$ cat src/rtl/ub_pkg.sv
// ub_pkg: shared FSM states, Q8.8 constants and the int8 dequantize function
package ub_pkg;
  typedef enum logic [1:0] {IDLE, READ, DRAIN, DONE} state_t;
  localparam int FRAC_BITS = 8;
  localparam int ROUND_HALF = 128;
  function automatic logic signed [31:0] dequant(
    input logic [7:0] q,
    input logic unsigned_mode,
    input logic passthrough,
    input logic signed [7:0] zp,
    input logic signed [15:0] scale
  );
    logic signed [9:0] q_ext, diff;
    logic signed [25:0] d26, s26, prod, rnd, sh;
    q_ext = unsigned_mode ? {2'b00, q} : {{2{q[7]}}, q};
    diff = q_ext - {{2{zp[7]}}, zp};
    d26 = {{16{diff[9]}}, diff};
    s26 = {{10{scale[15]}}, scale};
    prod = d26 * s26;
    rnd = prod + 26'(ROUND_HALF);
    sh = rnd >>> FRAC_BITS;
    return passthrough ? {{22{q_ext[9]}}, q_ext} : {{6{sh[25]}}, sh};
  endfunction
endpackage

$ cat src/rtl/sync_fifo.sv
// sync_fifo: synchronous FIFO with full/empty/count; simultaneous write and pop allowed when full
module sync_fifo #(
  parameter int W = 32,
  parameter int DEPTH = 4
) (
  input  logic clk,
  input  logic rst,
  input  logic wr_en,
  input  logic [W-1:0] wr_data,
  input  logic rd_en,
  output logic [W-1:0] rd_data,
  output logic full,
  output logic empty,
  output logic [$clog2(DEPTH):0] cnt
);
  localparam int AW = $clog2(DEPTH);
  logic [W-1:0] mem [DEPTH];
  logic [AW-1:0] wp, rp;
  logic do_wr, do_rd;
  assign do_rd = rd_en && !empty;
  assign do_wr = wr_en && (!full || do_rd);
  assign full = cnt == DEPTH[AW:0];
  assign empty = cnt == '0;
  assign rd_data = mem[rp];
  always_ff @(posedge clk) begin
    if (do_wr) mem[wp] <= wr_data;
  end
  always_ff @(posedge clk) begin
    if (rst) begin
      wp <= '0;
      rp <= '0;
      cnt <= '0;
    end else begin
      if (do_wr) wp <= wp + 1'b1;
      if (do_rd) rp <= rp + 1'b1;
      cnt <= cnt + (AW+1)'(do_wr) - (AW+1)'(do_rd);
    end
  end
endmodule

$ cat src/rtl/ub_dequant_reader.sv
// ub_dequant_reader: credit-based UB int8 reader that dequantizes entries into a valid/ready stream
module ub_dequant_reader
  import ub_pkg::*;
#(
  parameter int ADDR_W = 10,
  parameter int FIFO_DEPTH = 4
) (
  input  logic clk,
  input  logic rst,
  input  logic start,
  input  logic [ADDR_W-1:0] base_addr,
  input  logic [ADDR_W:0] count,
  input  logic passthrough,
  input  logic unsigned_mode,
  input  logic signed [15:0] deq_scale,
  input  logic signed [7:0] zero_point,
  output logic busy,
  output logic done,
  output logic ub_rd_en,
  output logic [ADDR_W-1:0] ub_rd_addr,
  input  logic [7:0] ub_rd_data,
  output logic out_valid,
  input  logic out_ready,
  output logic [31:0] out_data
);
  localparam int CW = $clog2(FIFO_DEPTH) + 1;
  state_t state, state_nx;
  logic [ADDR_W-1:0] base_q;
  logic [ADDR_W:0] cnt_q, issue_idx, acc_cnt;
  logic pass_q, uns_q, inflight, full, empty, pop;
  logic signed [15:0] scale_q;
  logic signed [7:0] zp_q;
  logic [CW-1:0] occ;
  logic [CW:0] used;
  logic [31:0] head;
  assign used = {1'b0, occ} + {{CW{1'b0}}, inflight};
  assign ub_rd_en = state == READ && used < FIFO_DEPTH[CW:0];
  assign ub_rd_addr = base_q + issue_idx[ADDR_W-1:0];
  assign busy = state != IDLE;
  assign done = state == DONE;
  assign out_valid = !empty;
  assign out_data = empty ? '0 : head;
  assign pop = !empty && out_ready;
  always_comb begin
    state_nx = state == IDLE  ? (start ? (count == '0 ? DONE : READ) : IDLE) :
               state == READ  ? (ub_rd_en && issue_idx == cnt_q - 1'b1 ? DRAIN : READ) :
               state == DRAIN ? (acc_cnt + {{ADDR_W{1'b0}}, pop} == cnt_q ? DONE : DRAIN) :
                                IDLE;
  end
  always_ff @(posedge clk) begin
    if (rst) begin
      state <= IDLE;
      inflight <= 1'b0;
      base_q <= '0;
      cnt_q <= '0;
      issue_idx <= '0;
      acc_cnt <= '0;
      pass_q <= 1'b0;
      uns_q <= 1'b0;
      scale_q <= '0;
      zp_q <= '0;
    end else begin
      state <= state_nx;
      inflight <= ub_rd_en;
      if (state == IDLE && start) begin
        base_q <= base_addr;
        cnt_q <= count;
        pass_q <= passthrough;
        uns_q <= unsigned_mode;
        scale_q <= deq_scale;
        zp_q <= zero_point;
        issue_idx <= '0;
        acc_cnt <= '0;
      end else begin
        if (ub_rd_en) issue_idx <= issue_idx + 1'b1;
        if (pop) acc_cnt <= acc_cnt + 1'b1;
      end
    end
  end
  sync_fifo #(.W(32), .DEPTH(FIFO_DEPTH)) u_fifo (
    .clk(clk),
    .rst(rst),
    .wr_en(inflight),
    .wr_data(dequant(ub_rd_data, uns_q, pass_q, zp_q, scale_q)),
    .rd_en(pop),
    .rd_data(head),
    .full(full),
    .empty(empty),
    .cnt(occ)
  );
  a_no_overflow: assert property (@(posedge clk) disable iff (rst) !(inflight && full && !pop));
endmodule

$ cat config.mk
export PLATFORM = sky130hd
export DESIGN_NAME = ub_dequant_reader
export DESIGN_NICKNAME = d
export VERILOG_FILES = /design/src/rtl/ub_pkg.sv /design/src/rtl/sync_fifo.sv /design/src/rtl/ub_dequant_reader.sv
export SDC_FILE = /design/constraint.sdc
export NUM_CORES = 1
export LEC_CHECK = 0
export BUFFER_PORTS_ARGS = -buffer_cell sky130_fd_sc_hd__buf_4
export CORE_MARGIN = 10
export CORE_UTILIZATION = 60
export DETAILED_ROUTE_END_ITERATION = 8
export PLACE_DENSITY = 0.8
export SLEW_MARGIN = 5
export SYNTH_ARGS = -nofsm -noshare
export SYNTH_HDL_FRONTEND = slang
export SYNTH_SLANG_ARGS = --single-unit
$ cat constraint.sdc
create_clock -name clk -period 18.7 [get_ports clk]
set_input_delay 2.805 -clock clk [delete_from_list [all_inputs] [get_ports clk]]
set_output_delay 2.805 -clock clk [all_outputs]
set_load 0.01 [all_outputs]
==> impl_metrics.yaml <==
floorplanning:
  ioPinCount: 105
  start_util_pct: 61.4
  row_count: 54
  die_w_um: 170
  die_y_um: 170
  core_um2: 22000
  die-area_um2: 28900
route:
  wire_per_inst_um: 17.3
  drt_iter0_drc: 824
  ant_nets: 0
  totalWireLength_mm: 30.8
  drc: 1
  routed.top_layer: "met5"
  firstDrtPassIters: 9
  met1_length_mm: 12.4
  viasPerCell: 5.68
  routed-wl-met3_mm: 1.89
  num_vias: 10103
  wl_met2_mm: 15.7
timing:
  slew_viol_final: 0
  rsz0062_at_grt: "false"
  fin_crit_sh_pct: 52.8
  slew_headroom_pct: 10.4
  fmax_mhz: 101
  clock_skew_ns: 0.0124
  hold_viol: 0
  tightest_slew_ns: 1.33
  finalWorstSetupSlack_ns: 8.83
  hold_slack_ns: 0.461
  setup_tns_ns: 0
  period_needed_ns: 9.87
  setup_viol_count_final: 0
run_status:
  failed_checks: "design-rule violations"
  status: "finished, violations left"
setup_path:
  crit_slowest_cell: "xnor2_1"
  startpoint: "ub_rd_data[0]"
  critPathKind: "in -> reg"
  worst-path-buf-inv: 5
  crit_family: "adder cells"
  cp-start-kind: "primary input"
  ff2ff_setup_slack_ns: 10.99
  critPathCaptureType: "register"
  reg2reg_to: "u_fifo.mem[1][10]"
  cp.required_ns: 18.86
  critPathMaxFanout: 16
  r2r_start: "zp_q[0]"
  worstPathArrival_ns: 10.03
  crit_top_cell: "fa_1"
  slowest_delay_ns: 0.56
  worstRegToRegCells: 25
final_layout:
  layout-drive-gt1-share_pct: 11.8
  fill_cells: 1687
  syn_to_final_growth_pct: 10.7
  final_area_um2: 15000
  final_nets: 1771
  antennaDiodeCount: 0
  utilization_pct: 68.0
placement:
  placed_area_um2: 14300
  numPortBuffers: 104
  place_ws_ns: 8.47
  dpl.hpwl_mm: 22.9
  place.gp.congestion: 0.854
clock_tree:
  path_clk_slew_ns: 0.07
  cts.path.max_buffers: 2
  clock_sink_count: 153
  numCtsBuffers: 17
  ctsHoldBuffers: 0
  ctsResizeCount: 0
  worstSkewPairLatency_ns: 0.44
  cts-root-buf: "clkbuf_16"
  postCtsSetupBuffers: 0
  htreeDepth: 4
  cts_tree: "yes"
synthesis:
  yosys.area.top_type: "fa_1"
  syn_nets: 1725
  synth_cell_type_count: 61
  synth_top_area_share_pct: 21.0
  synth_flop_cell: "dfxtp_1"
  yosysSeqAreaShare_pct: 28.0
  synth_seq_cells: 153
  yosysWarnings: 0
  syn-cell-area_um2: 13500
  async_flop_share_pct: 0
  netlist_instances: 1439
  yosysMostFrequentCell: "inv_1"
  yosys-top-cells-area: "fa_1 21%, edfxtp_1 16%, dfxtp_1 12%"
  synth.top_cells.by_count: "220 x inv_1, 195 x nand2_1, 142 x fa_1"
  postSynthAreaPerCell_um2: 9.40
  synth_edf_count: 72
worst_hold_path:
  min_from: "zp_q[3]"
  worstHoldPathCells: 2
  hold_end: "zp_q[3]"
  hp-class: "reg -> reg"
global_routing:
  first_global_vias: 10733
  grt_max_degree: 61
  grt-ovfl-total: 0
  antenna_found_initial: 1
  track_usage_pct: 22.3
  grt_pass1_wl_mm: 52.3
power_and_ir_drop:
  p_leak_nw: 6.47
  vdd_drop_max_mv: 0.0862
  p_per_area_nw_per_um2: 131
flow_run:
  drv_cap: 0
-- cell type report --
class                      instances  area, um^2  share of cell area [%]
sequential                       153        3780                    25.3
multi-input combinational        981        8540                    57.0
clock buffer                      19         464                    3.10
clock inverter                    13         171                    1.14
timing repair buffer             112         841                    5.61
tap                              280         350                    2.34
inverter                         220         826                    5.51
-- per-stage QoR --
stage	std cells	total power, mW
floorplan	1439	1.30
global placement	1746	1.55
detailed placement	1746	1.60
CTS	1778	1.98
global route	1778	2.13
finish	1778	1.97
-- per-layer routing --
metal / global-route usage [%] / vias to the layer above
met4: 7.06 / 2
met2: 39.4 / 341
met5: 0 / -
met1: 26.7 / 4982
met3: 4.51 / 61
li1: - / 4717
-- where the power goes --
part	internal (mW)	switching [mW]	total, mW
logic	0.453	0.654	1.11
clock network	0.204	0.164	0.368
registers	0.470	0.0246	0.495
total	1.13	0.843	1.97
-- tightest hold or removal path: cells and delay by family, from the launching register on --
family,cells,cell delay (ns)
AOI/OAI and AO/OA,1,0.05
and+or+nand+nor,1,0.05
DFF,1,0.31
-- sequential cells by signal (all words and copies together), names as in the netlist, 2 cells and up, named ones only --
name and count:
zp_q 8, u_fifo.cnt 3, cnt_q 11, scale_q 16, issue_idx 11, u_fifo.mem 72
state 2, base_q 10, acc_cnt 11, u_fifo.wp 2, u_fifo.rp 2
-- worst max path at each step --
stage	end	slack, ns	cells past startpoint
4_1_cts	u_fifo.mem[1][10]	8.87	27
6_report	u_fifo.mem[1][10]	8.83	27
3_5_place_dp	u_fifo.mem[1][10]	8.47	27
2_1_floorplan	u_fifo.mem[0][8]	9.26	27
3_3_place_gp	u_fifo.mem[0][8]	8.74	27
5_1_grt	u_fifo.mem[0][10]	8.39	27
-- cells by family after synthesis --
logic type | Yosys count | share of synthesized area [%]
compound gates | 166 | 7.86
xor+xnor | 84 | 5.44
fa+ha+maj | 227 | 28.9
buf+inv | 305 | 8.89
flops | 153 | 28.0
mux | 26 | 3.59
simple gates | 478 | 17.4
-- layout by cell type, fill, tap and decap left out, types with 27 or more instances in the layout --
| cell | instances |
|---|---|
| a21oi_1 | 78 |
| nor2_1 | 71 |
| and2_1 | 92 |
| buf_4 | 112 |
| edfxtp_1 | 72 |
| xnor2_1 | 50 |
| inv_1 | 220 |
| dfxtp_1 | 81 |
| nand2_1 | 194 |
| o21ai_0 | 27 |
| xor2_1 | 34 |
| ha_1 | 85 |
| fa_1 | 142 |
Note: power is estimated with default switching activity, not from simulation.
